File: config.mk
export PLATFORM = sky130hd
export DESIGN_NAME = ram8_reader
export DESIGN_NICKNAME = d
export VERILOG_FILES = /design/src/rtl/hack_pkg.sv /design/src/rtl/ram8.sv /design/src/rtl/ram8_reader.sv
export SDC_FILE = /design/constraint.sdc
export NUM_CORES = 1
export LEC_CHECK = 0
export BUFFER_PORTS_ARGS = -buffer_cell sky130_fd_sc_hd__buf_4
export CORE_UTILIZATION = 30
export CTS_CLUSTER_DIAMETER = 200
export DETAILED_ROUTE_END_ITERATION = 10
export PLACE_DENSITY = 0.43
export REMOVE_ABC_BUFFERS = 1
export SYNTH_ARGS = -nofsm -noshare
export SYNTH_HDL_FRONTEND = slang
export SYNTH_SLANG_ARGS = --single-unit
export TNS_END_PERCENT = 20
File: constraint.sdc
create_clock -name clk -period 6.9 [get_ports clk]
set_clock_uncertainty 0.1 [all_clocks]
set_input_delay 1.035 -clock clk [delete_from_list [all_inputs] [get_ports clk]]
set_output_delay 1.035 -clock clk [all_outputs]
set_load 0.02 [all_outputs]
File: src/rtl/hack_pkg.sv
// rtl/hack_pkg.sv - shared Hack RAM8 constants and reader state encoding
package hack_pkg;

  localparam int HACK_WIDTH  = 16;
  localparam int HACK_DEPTH  = 8;
  localparam int HACK_ADDR_W = 3;

  typedef enum logic [1:0] {
    IDLE    = 2'd0,
    PRESENT = 2'd1,
    DONE    = 2'd2
  } state_t;

endpackage

File: src/rtl/ram8.sv
// rtl/ram8.sv - eight-word storage, synchronous write, asynchronous read
module ram8
  import hack_pkg::*;
#(
  parameter int WIDTH = HACK_WIDTH,
  parameter int DEPTH = HACK_DEPTH
) (
  input  logic                   clk,
  input  logic                   reset,
  input  logic [WIDTH-1:0]       in,
  input  logic                   load,
  input  logic [HACK_ADDR_W-1:0] address,
  input  logic [HACK_ADDR_W-1:0] raddr,
  output logic [WIDTH-1:0]       out
);

  logic [WIDTH-1:0] mem [DEPTH];

  always_ff @(posedge clk) begin
    if (reset) begin
      for (int i = 0; i < DEPTH; i++) mem[i] <= '0;
    end else if (load) begin
      mem[address] <= in;
    end
  end

  // Separate read index lets the reader fetch while the host writes elsewhere.
  assign out = mem[raddr];

endmodule

File: src/rtl/ram8_reader.sv
// rtl/ram8_reader.sv - RAM8 with a handshaked full-readback stream
module ram8_reader
  import hack_pkg::*;
#(
  parameter int WIDTH = HACK_WIDTH,
  parameter int DEPTH = HACK_DEPTH
) (
  input  logic                   clk,
  input  logic                   reset,
  input  logic [WIDTH-1:0]       in,
  input  logic                   load,
  input  logic [HACK_ADDR_W-1:0] address,
  input  logic                   start,
  output logic [WIDTH-1:0]       out,
  output logic                   out_valid,
  input  logic                   out_ready,
  output logic                   busy,
  output logic                   done
);

  state_t                 state;
  logic [HACK_ADDR_W-1:0] ptr;
  logic [HACK_ADDR_W-1:0] fetch_idx;
  logic [WIDTH-1:0]       rdata;
  logic [WIDTH-1:0]       fetch_word;
  logic                   last;

  ram8 #(.WIDTH(WIDTH), .DEPTH(DEPTH)) u_ram8 (
    .clk     (clk),
    .reset   (reset),
    .in      (in),
    .load    (load),
    .address (address),
    .raddr   (fetch_idx),
    .out     (rdata)
  );

  // Word 0 on start, the next word on a handshake; a same-cycle write to it wins.
  always_comb begin
    fetch_idx  = (state == PRESENT) ? ptr + 3'd1 : '0;
    fetch_word = (load && (address == fetch_idx)) ? in : rdata;
    last       = (ptr == HACK_ADDR_W'(DEPTH - 1));
  end

  always_ff @(posedge clk) begin
    if (reset) begin
      state     <= IDLE;
      ptr       <= '0;
      out       <= '0;
      out_valid <= 1'b0;
      busy      <= 1'b0;
      done      <= 1'b0;
    end else begin
      case (state)
        IDLE: begin
          done <= 1'b0;
          if (start) begin
            state     <= PRESENT;
            ptr       <= '0;
            out       <= fetch_word;
            out_valid <= 1'b1;
            busy      <= 1'b1;
          end
        end
        PRESENT: begin
          if (out_ready) begin
            if (last) begin
              state     <= DONE;
              out_valid <= 1'b0;
              done      <= 1'b1;
            end else begin
              ptr <= ptr + 3'd1;
              out <= fetch_word;
            end
          end
        end
        DONE: begin
          state <= IDLE;
          done  <= 1'b0;
          busy  <= 1'b0;
        end
        default: begin
          state     <= IDLE;
          out_valid <= 1'b0;
          busy      <= 1'b0;
          done      <= 1'b0;
        end
      endcase
    end
  end

endmodule

==> impl_summary.md, run 1 <==
Status
The flow ran to the end, and the final reports show no timing, DRC or antenna violations.

Routing
After detailed routing, the average wire length per cell comes to 20.56 µm. The count of nets left with antenna violations after detail routing is 0. The number of vias in the routed layout is 4298. The detailed-routing iteration count for the pre-antenna-repair pass is 6.

For this block, the routed nets add up to 17.58 mm of wire. In this run, the number of DRC markers left after iteration 0 of detailed routing was ~250. In the routed layout, each cell is associated on average with a via count of 5.027.

For this run, design rule violations remaining after detail routing come to 0.

Global routing
The sum of overflow across all layers after global routing is 0. The via count of the first global-routing pass is 4355. The wire length of the first global-routing pass is 27.12 mm.

Entering global routing, the biggest net connects 41 pins. Across every metal layer, demand over resource in global routing totals 0.1566. The initial antenna violation count came to 0.

Cells and area
The share of final-layout standard cells stronger than drive strength 1 is 0.2053. The filler cells instantiated in the layout total ~2200. The commonest non-fill, non-tap cell in the layout is sky130_fd_sc_hd__and2_1. In the layout the commonest cells are sky130_fd_sc_hd__and2_1, sky130_fd_sc_hd__edfxtp_1, sky130_fd_sc_hd__buf_4, sky130_fd_sc_hd__mux2_2, sky130_fd_sc_hd__dfxtp_1. The number of antenna diodes in the final layout is 0. The number of nets at the end of the flow is about 580. Relative to the synthesized area, the layout overhead comes to 16.13%.

The final core utilization is 0.3539.

Floorplan
For this design the top-level I/O count stands at 43. In this run the vertical extent of the chip is 153.4 µm. The overall die width is about 150 µm. The number of rows in the core area is 55. The total core area is 22570 µm². The die covers 23540 µm².

For this configuration, the core starts out at a cell density of 0.3048.

Power
The standby leakage power is 2.929 nW. The internal portion of total power is 1.630 mW. Of the total power, registers draw 0.502. The completed layout was analyzed and its total power is 2.154 mW.

The power per unit of standard cell area is 269.6 nW/µm². The share of power burned in the clock network is 0.408. The maximum vdd drop is 111.5 µV. For this design the total switching power over the nets is 0.5242 mW. The share of total power dissipated in combinational logic is 0.090. The switching share of power is 0.2434.

Critical path
The worst setup path is captured at a register. Walking the worst path, the cells encountered are ha_1 -> ha_1 -> nand2_1 -> a221o_1 -> nor2b_1 -> a221o_1. The type of element launching the critical path is a register. For the worst setup path, the data arrival time is around 4.6 ns. For this design, the slowest cell found on the critical path is sky130_fd_sc_hd__nor2b_1. Of all nets on the critical path, the largest fanout is 40. The delay of the slowest cell on the worst path is 1.09 ns.

The type of the worst setup path is register to register. Data on the critical path is required at its endpoint by 7.16 ns.

Timing
The worst path in the final design needs a cycle of 4.289 ns, including I/O delays and setup. For the pin with the worst max-slew slack, the measured transition is between 1 and 1.5 ns. The worst slack on hold paths is ~0.4 ns. Based on the critical path, the design can be clocked at up to 233.2 MHz.

The number of slew-limit violations in the final report came to 0. Dividing the final minimum period by the clock period gives 0.6215. The total setup violations reported at the end of the flow is 0. The post-route worst setup slack is 2.611 ns. The number of hold violations in the final report is 0. Setup repair after global routing left no endpoint under its margin. The total negative setup slack is 0 ns. The relative slew slack is 0.05843.

Placement
Once detailed placement completed, the half-perimeter wirelength came to 11.57 mm. Timing analysis after detailed placement gives a worst setup slack of about 2.6 ns. Routability-driven placement finished with a final weighted congestion of about 0.84. The number of buffers inserted by port buffering is 42.

Yosys
The synthesized area divided by synthesized cell count is about 13 µm². The number of flops mapped to enable cells by yosys is between 100 and 150. The instance count of the mapped netlist is 526. The async set-reset flop share out of synthesis is 0. In the post-synthesis netlist, the biggest area contributors are sky130_fd_sc_hd__edfxtp_1, sky130_fd_sc_hd__and2_1, sky130_fd_sc_hd__dfxtp_1. The most used flip-flop cell after synthesis is sky130_fd_sc_hd__edfxtp_1.

The yosys synthesis warning count is 0. The number of distinct library cells after synthesis is 35. The synthesized flop and latch total is around 150. The post-synthesis cell area is 6879 µm². The synthesized design spends more area on one cell type than any other, namely sky130_fd_sc_hd__edfxtp_1. The share of the Yosys chip area taken by registers is 0.6286. Of the post-synthesis cell area, the dominant cell type holds 0.5587.

CTS
The number of H-tree levels is 4. The number of resized instances in the post-cts repair step is 0. Clock-pin slew was measured on the worst setup and hold paths at 0.06 ns. The clock passes through at most 2 buffers. TritonCTS built the clock tree. The clock reaches the later pin of the worst-skew pair after 0.42 ns. The total clock buffers created by CTS is 17.

The TritonCTS sink count is around 150. The hold buffer count at CTS is 0. The tree is rooted in a sky130_fd_sc_hd__clkbuf_16. The buffer count from post-CTS setup fixing is 0.

Run
Max-cap violations in this run came to 0.

Hold path
The classification of the worst-slack hold path is register to register.
kinds of logic after synthesis:
| family | count (synthesis) | share of synthesized area |
|---|---|---|
| DFF | 152 | 0.6286 |
| muxes | 34 | 0.05529 |
| buffers and inverters | 35 | 0.02437 |
| adders and majority gates | 2 | 0.003637 |
| and+or+nand+nor | 214 | 0.1835 |
| AOI/OAI and AO/OA | 89 | 0.1046 |
per-stage QoR:
| step | std cells | instance area (µm²) |
|---|---|---|
| after floorplan | 492 | 6715 |
| after global placement | 823 | 7437 |
| after detailed placement | 823 | 7437 |
| after CTS | 855 | 7989 |
| after global routing | 855 | 7989 |
| final | 855 | 7989 |
worst max-delay path: cells and delay by family, from the launching register on:
| family | cells | cell delay [ns] |
|---|---|---|
| AO/OA/AOI/OAI | 2 | 0.60 |
| adder cells (fa/ha/maj) | 2 | 0.78 |
| flip-flops | 1 | 1.01 |
| AND/OR/NAND/NOR | 2 | 1.72 |
flip-flops by register name, summed over array words and instances, names as in the netlist:
| name | cells |
|---|---|
| state | 2 |
| busy | 1 |
| out | 16 |
| done | 1 |
| out_valid | 1 |
| u_ram8.mem | 128 |
| ptr | 3 |
routing by layer:
| layer | routed length [µm] | share of wire | vias up | GRT usage |
|---|---|---|---|---|
| li1 | - | - | 2012 | - |
| met4 | 356 | 0.020 | 0 | 0.06000 |
| met5 | 0 | 0 | - | 0 |
| met2 | 8724 | 0.50 | 101 | 0.2642 |
| met3 | 595 | 0.034 | 22 | 0.03005 |
| met1 | 7907 | 0.45 | 2163 | 0.1985 |
layout make-up:
type                            instances  area (µm²)  area share
Clock buffer                           18       429.2     0.05372
Clock inverter                         14       122.6     0.01535
Inverter                                1       3.754   0.0004699
Multi-Input combinational cell        339        2406      0.3012
Sequential cell                       152        4325      0.5414
Tap cell                              285       356.6     0.04464
Timing Repair Buffer                   46       345.3     0.04323
final timing paths:
kind	from	slack, ns	cells after the start	endpoint
hold reg to reg	busy	0.40	2	busy
hold / removal	busy	0.40	2	busy
setup reg to reg	ptr[0]	2.61	6	out[6]
setup / recovery	ptr[0]	2.61	6	out[6]
synthesized netlist by cell type (2+ instances only):
cell type,count
sky130_fd_sc_hd__a21o_1,16
sky130_fd_sc_hd__a21oi_1,21
sky130_fd_sc_hd__a221o_1,17
sky130_fd_sc_hd__a221oi_1,16
sky130_fd_sc_hd__a222oi_1,16
sky130_fd_sc_hd__and2_1,145
sky130_fd_sc_hd__buf_2,8
sky130_fd_sc_hd__buf_6,3
sky130_fd_sc_hd__clkbuf_1,21
sky130_fd_sc_hd__dfxtp_1,24
sky130_fd_sc_hd__edfxtp_1,128
sky130_fd_sc_hd__ha_1,2
sky130_fd_sc_hd__mux2_1,4
sky130_fd_sc_hd__mux2_2,28
sky130_fd_sc_hd__mux2i_1,2
sky130_fd_sc_hd__nand2_1,20
sky130_fd_sc_hd__nand2b_1,7
sky130_fd_sc_hd__nand3b_1,2
sky130_fd_sc_hd__nor2_1,15
sky130_fd_sc_hd__nor2b_1,4
sky130_fd_sc_hd__nor3_1,6
sky130_fd_sc_hd__or2_2,8
power by group through the flow:
stage	logic [mW]	clock network (mW)	registers, mW
after global routing	0.211	0.929	1.09
after CTS	0.198	0.890	1.08
after floorplan	0.0999	0	1.10
final	0.193	0.878	1.08
after detailed placement	0.198	0	1.10
after global placement	0.196	0	1.10
(Power assumes the default switching activity.)
==> run 2, diff against run 1 <==
--- a/config.mk
+++ b/config.mk
@@ -5,6 +5,7 @@
 export SDC_FILE = /design/constraint.sdc
 export NUM_CORES = 1
 export LEC_CHECK = 0
+export ABC_AREA = 1
 export BUFFER_PORTS_ARGS = -buffer_cell sky130_fd_sc_hd__buf_4
 export CORE_UTILIZATION = 30
 export CTS_CLUSTER_DIAMETER = 200
==> constraint.sdc (replaced) <==
create_clock -name clk -period 4 [get_ports clk]
set_clock_uncertainty 0.1 [all_clocks]
set_input_delay 0.6 -clock clk [delete_from_list [all_inputs] [get_ports clk]]
set_output_delay 0.6 -clock clk [all_outputs]
set_load 0.02 [all_outputs]
==> impl_summary.md, run 2 <==
Cells and area
The final core utilization was 0.3556 (+0.001656). The count of non-filler cells in the finished layout is 1068 (+25%). The sequential standard cell area is 4324 µm² (about the same). The library cells used most frequently in the layout, excluding fill and tap cells, are sky130_fd_sc_hd__nor2_1, sky130_fd_sc_hd__edfxtp_1, sky130_fd_sc_hd__nand2_1, sky130_fd_sc_hd__nand3_1, sky130_fd_sc_hd__buf_4. The growth of design area from synthesis to finish is 16.02%. The flip-flop count of the largest register after layout came to 128 (unchanged).

The multi-input logic area was 2196 µm² (-8.7%). The number of nets at the end of the flow came to 796 (+37%). The filler cell count is 2348 (+6.1%). The largest registers in the layout are u_ram8.mem x128, out x16, ptr x3.

The register with the highest flop count is u_ram8.mem. Leaving out fill and tap cells, the most frequent cell in the layout is sky130_fd_sc_hd__nor2_1. The post-route cell area is 8075 µm² (+1.1%).

The antenna diode instance count was 0 (unchanged). The share of final-layout standard cells stronger than drive strength 1 came to 0.1379 (-0.06733).

Critical path
The worst register-to-register path ends at out[15]. The most numerous cell type found on the critical path is sky130_fd_sc_hd__ha_1. The arrival time at the worst endpoint is 2.98 ns (-1.57 ns).

The type of the worst setup path is register to register. The delay of the slowest cell on the worst path is 0.89 ns (-0.20 ns). The timing startpoint of the critical path is ptr[0]. The type of element launching the critical path is a register. The endpoint required time on the critical path came to 4.21 ns (-2.95 ns).

For this design, the slowest cell found on the critical path is sky130_fd_sc_hd__a21oi_4. The number of cells traversed by the worst register-to-register path is 8 (+2). In this run the worst setup path terminates at out[15].

The peak fanout along the critical path was 38 (-5.0%). The endpoint kind of the worst setup timing path is a register. The startpoint identified for the worst register-to-register timing path is ptr[0]. The critical path goes through buf_4 -> ha_1 -> ha_1 -> or2_4 -> a21oi_4 -> o21ai_0 -> inv_1 -> a21oi_1.

The reg2reg setup slack was 1.23 ns (-1.38 ns).

Timing
The worst slack on hold paths is 0.2990 ns (-0.09927 ns). The shortest clock period the worst path allows after layout is 2.767 ns (-1.521 ns). The final critical-path share of the clock period was 0.6918 (+0.07026). The relative slew slack is 0.2263 (+0.1679). The total setup violations reported at the end of the flow was 0 (unchanged).

Setup repair after global routing left no endpoint under its margin. The transition time of the tightest slew-check pin was 1.158 ns (-0.2515 ns). The maximum frequency from static timing analysis is 361.4 MHz (+55%). The total negative setup slack came to 0 ns (unchanged). The number of hold violations in the final report is 0 (unchanged).

The number of slew-limit violations in the final report was 0 (unchanged). The post-route worst setup slack is 1.233 ns (-1.379 ns).

Power
The maximum vdd drop is 196.8 µV (+77%). The power per unit of standard cell area is 523.4 nW/µm² (+94%). The standby leakage power is 3.311 nW (+13%). The total power after layout was 4.227 mW (+96%).

Placement
The standard cell area after detailed placement is 7491 µm² (+0.72%). The number of buffers inserted by port buffering is 42 (unchanged). The global placer's final weighted congestion came to 0.8431 (+0.87%). The post-placement setup slack is 1.177 ns (-1.426 ns). The number of instances in the placed design came to 1036 (+26%).

The detailed-placement wirelength estimate is 13.28 mm (+15%).

CTS
The number of resized instances in the post-cts repair step is 0 (unchanged). The clock root buffer is sky130_fd_sc_hd__clkbuf_16. The maximum buffer depth of the clock tree is 2 (unchanged). The clock-pin slew reported for the worst setup and hold paths after clock tree synthesis is 0.06 ns (about the same). The total clock buffers created by CTS is 17 (unchanged). The hold buffer count at CTS came to 0 (unchanged). The buffer count from post-CTS setup fixing was 0 (unchanged). The CTS tree is built. The latest clock arrival within the worst-skew pair is 0.42 ns (about the same). The TritonCTS sink count is 152 (unchanged). The number of H-tree levels came to 4 (unchanged).

Routing
The count of routing violations after the opening detailed-route iteration was 422 (+70%). The residual DRC count is 0 (unchanged). The final routed wirelength across all metal layers is 20.68 mm (+18%). The detailed-route wire length per cell is 19.37 µm (-5.8%). The number of vias in the routed layout came to 5243 (+22%). The via count normalized by instance count came to 4.909 (-2.3%). The count of nets left with antenna violations after detail routing was 0 (unchanged). The detailed-routing iteration count for the pre-antenna-repair pass was 4 (-2).

Yosys
The number of flops mapped to enable cells by yosys is 128 (unchanged). The cell type with the largest total area after synthesis is sky130_fd_sc_hd__edfxtp_1. The synthesized area divided by synthesized cell count came to 9.381 µm² (-28%).

The instance count of the mapped netlist came to 742 (+41%). The simple logic cell fraction of the synthesized area came to 0.2216 (+0.03812). In the post-synthesis netlist, the biggest area contributors are sky130_fd_sc_hd__edfxtp_1, sky130_fd_sc_hd__nor2_1, sky130_fd_sc_hd__dfxtp_1. The xor and xnor area share after synthesis is 0 (unchanged). The yosys synthesis warning count is 0 (unchanged). The async set-reset flop share out of synthesis is 0 (unchanged). The fraction of post-synthesis cell area in the top cell type by area is 0.5522 (-0.006529). The multiplexer fraction of the synthesized cell area is 0 (-0.05529). The complex-gate fraction of the synthesized area is 0.08916 (-0.01542). The adder-cell share of the synthesized area is 0.003595 (-0.00004250). After synthesis, the largest family of logic cells by area is simple AND/OR/NAND/NOR gates.

Sorting the synthesized cells by how often they occur yields sky130_fd_sc_hd__nor2_1, sky130_fd_sc_hd__edfxtp_1, sky130_fd_sc_hd__nand2_1. The synthesized flop and latch total was 152 (unchanged). The dominant synthesized flop cell is sky130_fd_sc_hd__edfxtp_1.

The number of distinct library cells after synthesis is 29 (-17%). The post-synthesis cell area was 6960 µm² (+1.2%). The sequential-to-total area share from yosys stat is 0.6212 (-0.007345). In the post-synthesis netlist, the cell with the most instances is sky130_fd_sc_hd__nor2_1.

Floorplan
The starting density of the core is 0.3065 (+0.001734). The total core area is 22710 µm² (+0.61%). The area enclosed by the die boundary was 23810 µm² (+1.2%). The count of boundary I/O pins is 43 (unchanged). The overall die width was 154.3 µm (+0.58%). The die boundary height is 154.3 µm (+0.58%). The number of rows in the core area was 55 (unchanged).

Global routing
The via count of the first global-routing pass came to 5130 (+18%). In this run the most used layer during global routing was met2. The met2 track demand over resource in global routing came to 0.2647 (+0.0005307).

The wire length of the first global-routing pass is 31.31 mm (+15%). The initial antenna violation count was 0 (unchanged). The pin count of the biggest net entering global routing is 60 (+46%). The sum of overflow across all layers after global routing was 0 (unchanged). The global routing usage summed across all routing layers is 0.1809 (+0.02430). The met1 usage in global routing was 0.2592 (+0.06069). The met3 track utilization from global routing was 0.04791 (+0.01786).

Hold path
The classification of the worst-slack hold path is input pin to register.

Status
The run finished with clean final reports.

Run
The count of max-cap constraint violations is 0 (unchanged).
-- run 2: changes by cell type after synthesis, moves of 15 or more --
cell / change
sky130_fd_sc_hd__nand2_1: +94
sky130_fd_sc_hd__a222oi_1: -16
sky130_fd_sc_hd__nor2_1: +188
sky130_fd_sc_hd__o21ai_0: +41
sky130_fd_sc_hd__inv_1: +38
sky130_fd_sc_hd__nand3_1: +51
sky130_fd_sc_hd__clkinv_1: +16
sky130_fd_sc_hd__mux2_2: -28
sky130_fd_sc_hd__a221oi_1: -16
sky130_fd_sc_hd__a221o_1: -17
sky130_fd_sc_hd__and2_1: -145
sky130_fd_sc_hd__a21o_1: -16
sky130_fd_sc_hd__o21ai_1: +17
sky130_fd_sc_hd__o211ai_1: +15
-- run 2: cell type report --
cell class	count	area share
well taps	285	0.04416
flip-flops and latches	152	0.5355
multi-input cells	485	0.2719
clock inverters	10	0.01611
clock buffers	22	0.05624
repair buffers	49	0.04555
inverters	65	0.03052
-- run 2: how the worst min path moves through the flow --
| stage | start | end | slack, ns | cells after the start |
|---|---|---|---|---|
| 2_1_floorplan | ptr[2] | ptr[2] | 0.40 | 2 |
| 4_1_cts | reset | busy | 0.28 | 2 |
| 6_report | reset | out[10] | 0.30 | 2 |
| 5_1_grt | reset | state[0] | 0.29 | 2 |
| 3_3_place_gp | out[10] | out[10] | 0.37 | 2 |
| 3_5_place_dp | out[10] | out[10] | 0.37 | 2 |
-- run 2: kinds of logic (layout without fill, tap and decap cells) --
logic type,after synthesis,in the layout
fa+ha+maj,2,2
simple gates,378,378
flops,152,152
buf+inv,105,146
compound gates,105,105
-- run 2: power breakdown --
group / switching [mW] / internal [mW] / leakage [nW]
Sequential: 0.0537 / 1.84 / 1.43
Combinational: 0.503 / 0.212 / 1.60
Clock: 0.624 / 0.992 / 0.284
-- run 2: routing by layer --
metal	routed length, µm	vias up
li1	-	2519
met3	1237	19
met4	366	0
met2	9109	162
met5	0	-
met1	9969	2543
-- run 2: worst max-delay path, delay by kind of cell, from the launching register on --
family | cells | cell delay, ns
buf+inv | 2 | 0.34
flops | 1 | 0.30
fa+ha+maj | 2 | 0.44
simple gates | 1 | 0.27
compound gates | 3 | 1.16
==> run 3, diff against run 2 <==
==> constraint.sdc (replaced) <==
create_clock -name clk -period 2.55 [get_ports clk]
set_clock_uncertainty 0.1 [all_clocks]
set_input_delay 0.3825 -clock clk [delete_from_list [all_inputs] [get_ports clk]]
set_output_delay 0.3825 -clock clk [all_outputs]
set_load 0.02 [all_outputs]
==> impl_summary.md, run 3 (synthesis results as in run 2) <==
Placement
The number of instances in the placed design is 1062 (+2.5%). The standard cell area after detailed placement is 7799 µm² (+4.1%). The global placer's final weighted congestion came to 0.7623 (-9.6%).

The post-placement setup slack came to 0.4255 ns (-0.7513 ns). The number of buffers inserted by port buffering is 42 (unchanged). The detailed-placement wirelength estimate is 12.15 mm (-8.5%).

Routing
The via count normalized by instance count is 4.805 (-2.1%). The final routed wirelength across all metal layers is 19.67 mm (-4.9%). The count of routing violations after the opening detailed-route iteration was 330 (-22%). The detailed-route wire length per cell was 17.98 µm (-7.2%).

The residual DRC count is 0 (unchanged). The number of vias in the routed layout came to 5257 (+0.27%). The count of nets left with antenna violations after detail routing came to 0 (unchanged). The detailed-routing iteration count for the pre-antenna-repair pass was 5 (+1).

Cells and area
The filler cell count was 2297 (-2.2%). The antenna diode instance count is 0 (unchanged). The count of non-filler cells in the finished layout is 1094 (+2.4%). The final core utilization is 0.3689 (+0.01328). The largest registers in the layout are u_ram8.mem x128, out x16, ptr x3. The number of nets at the end of the flow is 822 (+3.3%). Ranked by flip-flop count, first place goes to u_ram8.mem.

The share of final-layout standard cells stronger than drive strength 1 is 0.1681 (+0.03018). The post-route cell area is 8377 µm² (+3.7%). Relative to the synthesized area, the layout overhead comes to 20.35%. The flip-flop count of the largest register after layout is 128 (unchanged).

Leaving out fill and tap cells, the most frequent cell in the layout is sky130_fd_sc_hd__nor2_1. In the layout the commonest cells are sky130_fd_sc_hd__nor2_1, sky130_fd_sc_hd__edfxtp_1, sky130_fd_sc_hd__nand2_1, sky130_fd_sc_hd__buf_4, sky130_fd_sc_hd__nand3_1.

Global routing
The met3 track utilization from global routing is 0.03194 (-0.01597). The layer flagged by global routing as most heavily used is met2. The wire length of the first global-routing pass is 30.49 mm (-2.6%). The via count of the first global-routing pass is 5248 (+2.3%). The met1 usage in global routing is 0.2322 (-0.02704). The global routing usage summed across all routing layers is 0.1743 (-0.006691). The sum of overflow across all layers after global routing is 0 (unchanged). The met2 track demand over resource in global routing is 0.2894 (+0.02468). The pin count of the biggest net entering global routing is 47 (-22%). The initial antenna violation count is 0 (unchanged).

CTS
The hold buffer count at CTS was 0 (unchanged). The total clock buffers created by CTS is 17 (unchanged). The TritonCTS sink count is 152 (unchanged). The number of H-tree levels was 4 (unchanged). The maximum buffer depth of the clock tree is 2 (unchanged). In this run the clock root is driven by a sky130_fd_sc_hd__clkbuf_16. The number of resized instances in the post-cts repair step is 0 (unchanged). The latest clock arrival within the worst-skew pair is 0.42 ns (about the same). The buffer count from post-CTS setup fixing came to 0 (unchanged). TritonCTS built the clock tree. The clock-pin slew reported for the worst setup and hold paths after clock tree synthesis is 0.07 ns (about the same).

Floorplan
The number of rows in the core area is 55 (unchanged). The count of boundary I/O pins is 43 (unchanged). The area enclosed by the die boundary is 23810 µm² (unchanged).

The overall die width is 154.3 µm (unchanged). The starting density of the core is 0.3065 (unchanged). The die boundary height is 154.3 µm (unchanged). The total core area was 22710 µm² (unchanged).

Timing
The relative slew slack was 0.6840 (+0.4577). Setup repair after global routing left no endpoint under its margin. The final critical-path share of the clock period is 0.8484 (+0.1566). The post-route worst setup slack came to 0.3867 ns (-0.8462 ns).

The total setup violations reported at the end of the flow is 0 (unchanged). The maximum frequency from static timing analysis is 462.2 MHz (+28%). The number of slew-limit violations in the final report was 0 (unchanged). The shortest clock period the worst path allows after layout is 2.163 ns (-0.6038 ns). The transition time of the tightest slew-check pin is 0.4740 ns (-0.6840 ns). The number of hold violations in the final report is 0 (unchanged).

Hold path
The classification of the worst-slack hold path is input pin to register. The number of instances on the worst hold path was 2 (unchanged).

Critical path
The number of cells traversed by the worst register-to-register path came to 11 (+3). The delay of the slowest cell on the worst path is 0.34 ns (-0.55 ns). The worst setup path is captured at a register. The arrival time at the worst endpoint is 2.41 ns (-0.57 ns). The worst setup path is launched from a register. The buffers plus inverters on the worst setup path is 2 (unchanged).

The endpoint required time on the critical path is 2.80 ns (-1.41 ns). The peak fanout along the critical path is 31 (-18%). The critical path is of the register to register type.

In this design, the largest share of critical-path delay is due to simple AND/OR/NAND/NOR gates. For this design, the slowest cell found on the critical path is sky130_fd_sc_hd__ha_1. The signal on the critical path passes through ha_1 -> ha_1 -> nand3_4 -> nand2_1 -> nand2_1 -> nor2_1 -> nand2_1 -> buf_12 -> o21ai_0 -> inv_1 -> a21oi_1. The most common cell type on the critical path is sky130_fd_sc_hd__nand2_1. The number of cells on the critical path is 11 (+3).

Power
The total power after layout came to 6.627 mW (+57%). The standby leakage power is 3.470 nW (+4.8%). The power share of the combinational group is 0.177 (+0.008). The share of total power in sequential cells is 0.447 (about the same). The internal portion of total power was 4.745 mW (+56%). The share of power burned in the clock network is 0.376 (-0.006). The maximum vdd drop is 374.1 µV (+90%).

The net switching power of the design came to 1.883 mW (+59%). The power per unit of standard cell area is 791.2 nW/µm² (+51%). The switching share of power came to 0.2841 (+0.004664).

Run
The count of max-cap constraint violations is 0 (unchanged).

Status
The flow ran to the end, and the final reports show no timing, DRC or antenna violations.
==> run 3: final timing paths <==
check	slack, ns	start	end
worst max register to register	0.39	ptr[0]	out[15]
worst min register to register	0.37	out[10]	out[10]
worst min-delay path	0.08	reset	out_valid
worst max-delay path	0.39	ptr[0]	out[15]
==> run 3: worst register-to-register path, cell delays in order (launching register included) <==
cell	delay (ns)
sky130_fd_sc_hd__dfxtp_1	0.31
sky130_fd_sc_hd__ha_1	0.19
sky130_fd_sc_hd__ha_1	0.34
sky130_fd_sc_hd__nand3_4	0.19
sky130_fd_sc_hd__nand2_1	0.10
sky130_fd_sc_hd__nand2_1	0.06
sky130_fd_sc_hd__nor2_1	0.14
sky130_fd_sc_hd__nand2_1	0.12
sky130_fd_sc_hd__buf_12	0.20
sky130_fd_sc_hd__o21ai_0	0.17
sky130_fd_sc_hd__inv_1	0.05
sky130_fd_sc_hd__a21oi_1	0.11
==> run 3: cell type report <==
class | count | area, µm² | area share
Sequential cell | 152 | 4324 | 0.5162
Multi-Input combinational cell | 485 | 2196 | 0.2621
Timing Repair Buffer | 75 | 675.6 | 0.08066
Clock buffer | 18 | 429.2 | 0.05123
Tap cell | 285 | 356.6 | 0.04257
Inverter | 65 | 246.5 | 0.02942
Clock inverter | 14 | 148.9 | 0.01777
==> run 3: power by group through the flow <==
stage	Sequential [mW]	Combinational (mW)	Clock, mW
after floorplan	3.08	0.602	0
after global placement	3.01	1.18	0
after detailed placement	3.01	1.18	0
after CTS	2.96	1.19	2.54
after global routing	2.98	1.30	2.65
final	2.96	1.17	2.49
==> run 3: layer usage <==
layer  routed length [µm]  share of wire
met1                 9216           0.47
met2                 9376           0.48
met3                  856          0.044
met4                  216          0.011
met5                    0              0
==> run 3: through the flow <==
| stage | TNS [ns] | hold WS, ns |
|---|---|---|
| CTS | 0 | 0.06481 |
| detailed placement | 0 | 0.3634 |
| floorplan | -14.25 | 0.3516 |
| global placement | 0 | 0.3590 |
| finish | 0 | 0.07819 |
| global route | 0 | 0.06207 |
